[src/rtl/haraka_s_sponge_ctrl.sv]
// rtl/haraka_s_sponge_ctrl.sv - Haraka-S sponge controller
// Absorbs padded 256-bit rate blocks, sequences the external round core, squeezes digest blocks.
module haraka_s_sponge_ctrl #(
   parameter int PERM_ROUNDS   = 5,
   parameter int ROUND_LATENCY = 2,
   parameter int OUT_BLOCKS    = 1
) (
   input  logic         clk,
   input  logic         rst_n,
   input  logic         msg_valid,
   output logic         msg_ready,
   input  logic [255:0] msg_data,
   input  logic         msg_last,
   input  logic [5:0]   msg_bytes,
   output logic [511:0] perm_in,
   output logic         perm_sel,
   input  logic [511:0] perm_out,
   output logic         dig_valid,
   input  logic         dig_ready,
   output logic [255:0] dig_data,
   output logic         dig_last,
   output logic         busy
);

   localparam int RW = $clog2(PERM_ROUNDS) + 1;
   localparam int LW = $clog2(ROUND_LATENCY) + 1;
   localparam int BW = $clog2(OUT_BLOCKS) + 1;
   localparam logic [255:0] PAD_BLK = {8'h1F, 240'h0, 8'h80};

   typedef enum logic [1:0] {
      IDLE    = 2'd0,
      PERM    = 2'd1,
      PAD     = 2'd2,
      SQUEEZE = 2'd3
   } fsm_t;

   fsm_t          fsm;
   fsm_t          fsm_next;
   logic [511:0]  state;
   logic [RW-1:0] rnd;
   logic [LW-1:0] lat;
   logic [BW-1:0] blk;
   logic          last_seen;
   logic          pad_pending;

   logic [5:0]    n_clamp;
   logic [255:0]  pad_block;
   logic          full_last;
   logic          round_done;
   logic          perm_done;
   logic          blk_final;

   // Round core feedback is owned here, so the core's own mux stays on the external path.
   assign perm_sel = 1'b0;

   assign n_clamp    = (msg_bytes > 6'd32) ? 6'd32 : msg_bytes;
   assign full_last  = msg_last && (n_clamp == 6'd32);
   assign round_done = (fsm == PERM) && (lat == LW'(ROUND_LATENCY - 1));
   assign perm_done  = round_done && (rnd == RW'(PERM_ROUNDS - 1));
   assign blk_final  = (blk == BW'(OUT_BLOCKS - 1));

   // Final-block padding: bytes past the valid count are discarded, not trusted to be zero.
   always_comb begin
      pad_block = msg_data;
      for (int i = 0; i < 32; i++) begin
         if (msg_last && (i >= int'(n_clamp))) begin
            pad_block[255-8*i -: 8] = 8'h00;
         end
         if (msg_last && (i == int'(n_clamp))) begin
            pad_block[255-8*i -: 8] = pad_block[255-8*i -: 8] ^ 8'h1F;
         end
      end
      if (msg_last && (n_clamp != 6'd32)) begin
         pad_block[7:0] = pad_block[7:0] ^ 8'h80;
      end
   end

   always_ff @(posedge clk) begin
      if (!rst_n) begin
         fsm <= IDLE;
      end else begin
         fsm <= fsm_next;
      end
   end

   always_comb begin
      fsm_next  = fsm;
      msg_ready = 1'b0;
      busy      = 1'b1;
      dig_valid = 1'b0;
      dig_last  = 1'b0;
      dig_data  = '0;
      perm_in   = '0;
      case (fsm)
         IDLE: begin
            msg_ready = 1'b1;
            busy      = 1'b0;
            if (msg_valid) begin
               fsm_next = PERM;
            end
         end
         PERM: begin
            perm_in = state;
            if (perm_done) begin
               if (!last_seen) begin
                  fsm_next = IDLE;
               end else if (pad_pending) begin
                  fsm_next = PAD;
               end else begin
                  fsm_next = SQUEEZE;
               end
            end
         end
         PAD: begin
            fsm_next = PERM;
         end
         SQUEEZE: begin
            dig_valid = 1'b1;
            dig_data  = state[511:256];
            dig_last  = blk_final;
            if (dig_ready) begin
               fsm_next = blk_final ? IDLE : PERM;
            end
         end
         default: begin
            fsm_next = IDLE;
         end
      endcase
   end

   always_ff @(posedge clk) begin
      if (!rst_n) begin
         state       <= '0;
         rnd         <= '0;
         lat         <= '0;
         blk         <= '0;
         last_seen   <= 1'b0;
         pad_pending <= 1'b0;
      end else begin
         case (fsm)
            IDLE: begin
               if (msg_valid) begin
                  state[511:256] <= state[511:256] ^ pad_block;
                  last_seen      <= msg_last;
                  pad_pending    <= full_last;
                  rnd            <= '0;
                  lat            <= '0;
               end
            end
            PERM: begin
               if (round_done) begin
                  state <= perm_out;
                  lat   <= '0;
                  rnd   <= perm_done ? '0 : rnd + RW'(1);
               end else begin
                  lat <= lat + LW'(1);
               end
            end
            PAD: begin
               state[511:256] <= state[511:256] ^ PAD_BLK;
               pad_pending    <= 1'b0;
            end
            SQUEEZE: begin
               if (dig_ready) begin
                  if (blk_final) begin
                     state     <= '0;
                     blk       <= '0;
                     last_seen <= 1'b0;
                  end else begin
                     blk <= blk + BW'(1);
                  end
               end
            end
            default: begin
               state <= '0;
            end
         endcase
      end
   end

endmodule

[config.mk]
export PLATFORM = sky130hd
export DESIGN_NAME = haraka_s_sponge_ctrl
export DESIGN_NICKNAME = d
export VERILOG_FILES = /design/src/rtl/haraka_s_sponge_ctrl.sv
export SDC_FILE = /design/constraint.sdc
export NUM_CORES = 2
export LEC_CHECK = 0
export ABC_CLOCK_PERIOD_IN_PS = 3700
export CAP_MARGIN = 20
export CORE_AREA = 2 2 611 613
export CTS_CLUSTER_SIZE = 30
export DETAILED_ROUTE_END_ITERATION = 12
export DIE_AREA = 0 0 613 615
export SYNTH_ARGS = -nofsm -noshare
export SYNTH_HDL_FRONTEND = slang
export SYNTH_SLANG_ARGS = --single-unit
[constraint.sdc]
create_clock -name clk -period 3.7 [get_ports clk]
set_clock_uncertainty 0.15 [all_clocks]
set_input_delay 0.925 -clock clk [delete_from_list [all_inputs] [get_ports clk]]
set_output_delay 0.925 -clock clk [all_outputs]
set_load 0.05 [all_outputs]
==> flow_summary.toml <==
[timing]
final_hold_viol_count = 0
setup-tns-final_ns = 0
tightest_slew_ns = 1.04
slew_violations = 0
setup_viol = 0
fin_crit_ns = 3.60
holdWs_ns = 0.293
max_slew_margin = 0.302
max_freq_mhz = 278
rsz0062_at_grt = "false"
fin_crit_sh = 0.973

[synthesis]
syn_area_um2 = 31400
synth_area_per_cell_um2 = 7.58
ys_types = 91
synth_seq_area_share = 0.332
syn_inst = 4148
synth-seq-cells = 522
ys.flop_type = "dfxtp_1"
synth_edf_count = 0
yosysWarnings = 0
syn_nets = 4933
async_flop_share = 0

[cells_and_area]
layout_commonest_cell = "clkdlybuf4s50_1"
area_delta_synth_final_pct = 95.6
fin_util = 0.166
stdcell_area_um2 = 61500
layout_common_cells = "775 x clkdlybuf4s50_1, 749 x and2_1, 591 x buf_12"
nets = 6347
fillers = 41700
drive_gt1_frac = 0.209

[detailed_routing]
firstDrtPassIters = 5
drt-total-wl_um = 367000
vias_per_cell = 3.70
num_vias = 39600
met3_length_um = 55900
wl_met2_um = 166000
wire_per_inst_um = 34.3
drt_iter0_drc = 3465
top_layer = "met5"
wl_met1_um = 126000
antenna_left = 0
drc_errors = 0

[power_and_ir_drop]
power.leakage_nw = 22.2
powerDensity_nw_per_um2 = 398
power_frac_seq = 0.308
vdd_ir_drop_max_uv = 361
p_total_mw = 24.5
clkPwrFrac = 0.327
p_sw_frac = 0.398
p_sw_mw = 9.74
pwr-share-comb = 0.365
intPower_mw = 14.7

[cts]
htree_levels = 3
path_clk_slew_ns = 0.06
cts-root-buf = "clkbuf_16"
clockBufferDepth = 4
clk-insertion-delay-late_ns = 0.76
cts_tree = "built"
numCtsBuffers = 82
ctsHoldBuffers = 0
clock_sinks = 522

[setup_path]
cp-end-kind = "output pin"
critPathArrivalTime_ns = 2.53
path_class = "reg2out"
cp.required_ns = 2.62
path_max_fanout = 90
crit_path_start_kind = "register"

[floorplan]
initial_core_util = 0.0848
dieArea_um2 = 377000
rows = 224
coreArea_um2 = 371000
fp.dieW_um = 613
top_level_ports = 1552
die_y_um = 615

[job]
maxCapViolCount = 0

[grt]
grt_max_degree = 112
grt_pass1_vias = 36100
grt_usage = 0.186
antenna_found_initial = 345
grt.overflow.total = 0
grt_pass1_wl_um = 446000

[placed_design]
place_area_um2 = 58400
place_hpwl_um = 319000
port-buffer-count = 1550
globalplace.congestion = 0.911

[run_status]
status = "finished, final reports clean"

[min_path]
hold_path_class = "reg2reg"
registers in the layout (all words and copies together), names as in the netlist:
register / count
fsm: 2
rnd: 4
state: 512
last_seen: 1
pad_pending: 1
lat: 2
metrics by stage:
| step | worst slack, ns | cells |
|---|---|---|
| global placement | 0.000740 | 10400 |
| floorplan | 0.256 | 4148 |
| finish | 0.0999 | 10700 |
| CTS | 0.00195 | 10600 |
| global route | 0.0115 | 10600 |
| detailed placement | -0.0320 | 10400 |
area by class of cell:
type / count / area [µm²] / area share
diodes: 106 / 265 / 0.00431
well taps: 4972 / 6220 / 0.101
flip-flops and latches: 522 / 10500 / 0.170
repair buffers: 1734 / 22500 / 0.366
clock inverters: 31 / 272 / 0.00441
clock buffers: 110 / 2340 / 0.0380
multi-input cells: 3193 / 19300 / 0.314
inverters: 29 / 119 / 0.00193
path summary, 6_finish.rpt:
path              start            to  slack (ns)  cells past startpoint
max              fsm[1]  perm_in[386]         0.1                      7
min          state[249]    state[249]        0.29                      2
max reg2reg      fsm[1]    state[300]        0.41                     11
min reg2reg  state[249]    state[249]        0.29                      2
repair_timing:
action | in CTS | in global routing
resized for setup | 12 | 20
pin swaps | 1 | 0
cloned | 0 | 1
buffers inserted | 9 | 0
setup endpoints to repair | 725 | 49
cells by family after synthesis:
family,count (synthesis),share of synthesized area
AO/OA/AOI/OAI,1192,0.228
flip-flops,522,0.332
XOR/XNOR,96,0.0267
adder cells (fa/ha/maj),6,0.00239
AND/OR/NAND/NOR,1863,0.342
multiplexers,35,0.0117
buffers and inverters,433,0.0567
other,1,0.000119
synthesized netlist by cell type, types with 6 or more instances:
cell,instances,area [µm²]
buf_4,10,75.1
buf_1,15,56.3
a211oi_1,12,90.1
and4_1,7,61.3
nor3_2,8,80.1
inv_1,27,101
o21ai_1,46,230
or3_1,36,225
o211ai_1,11,82.6
nand3b_1,267,2000
ha_1,6,75.1
and2_1,757,4740
or4_1,20,150
a211o_1,24,210
a32oi_1,33,289
o21a_1,23,173
o22ai_1,20,125
a31oi_1,36,225
a221oi_2,7,105
a21o_1,12,90.1
o21ai_0,233,1170
dfxtp_1,522,10500
a21boi_0,26,195
xnor2_1,65,569
nor2_1,142,533
clkbuf_1,309,1160
nor3_1,16,80.1
nand2_1,399,1500
nand3_1,99,495
nand2b_1,22,138
nand4_1,7,43.8
and3_1,24,150
mux2_2,10,113
mux2i_1,20,200
xor2_1,31,272
o31ai_1,9,67.6
a21oi_1,551,2760
a221oi_1,60,526
buf_2,65,325
nand4b_1,8,70.1
a22oi_1,38,285
power groups by stage:
stage	combinational, mW	sequential (mW)	clock [mW]
global route	9.49	7.59	8.41
CTS	9.02	7.51	8.25
global placement	8.89	7.60	0
floorplan	4.43	6.98	0
detailed placement	8.94	7.62	0
finish	8.92	7.53	8.00
worst max-delay path, stage by stage, from the launching register on:
cell and delay [ns]:
dfxtp_2 0.34, inv_1 0.14, ha_4 0.19, buf_12 0.12, buf_4 0.13, buf_16 0.25
and2_1 0.30, buf_12 0.17
layer usage:
layer | global-route usage | vias up
met1 | 0.189 | 19000
met4 | 0.0715 | 216
met5 | 0 | -
met2 | 0.301 | 2284
met3 | 0.124 | 758
li1 | - | 17400
Power figures use the tool's default switching activity.
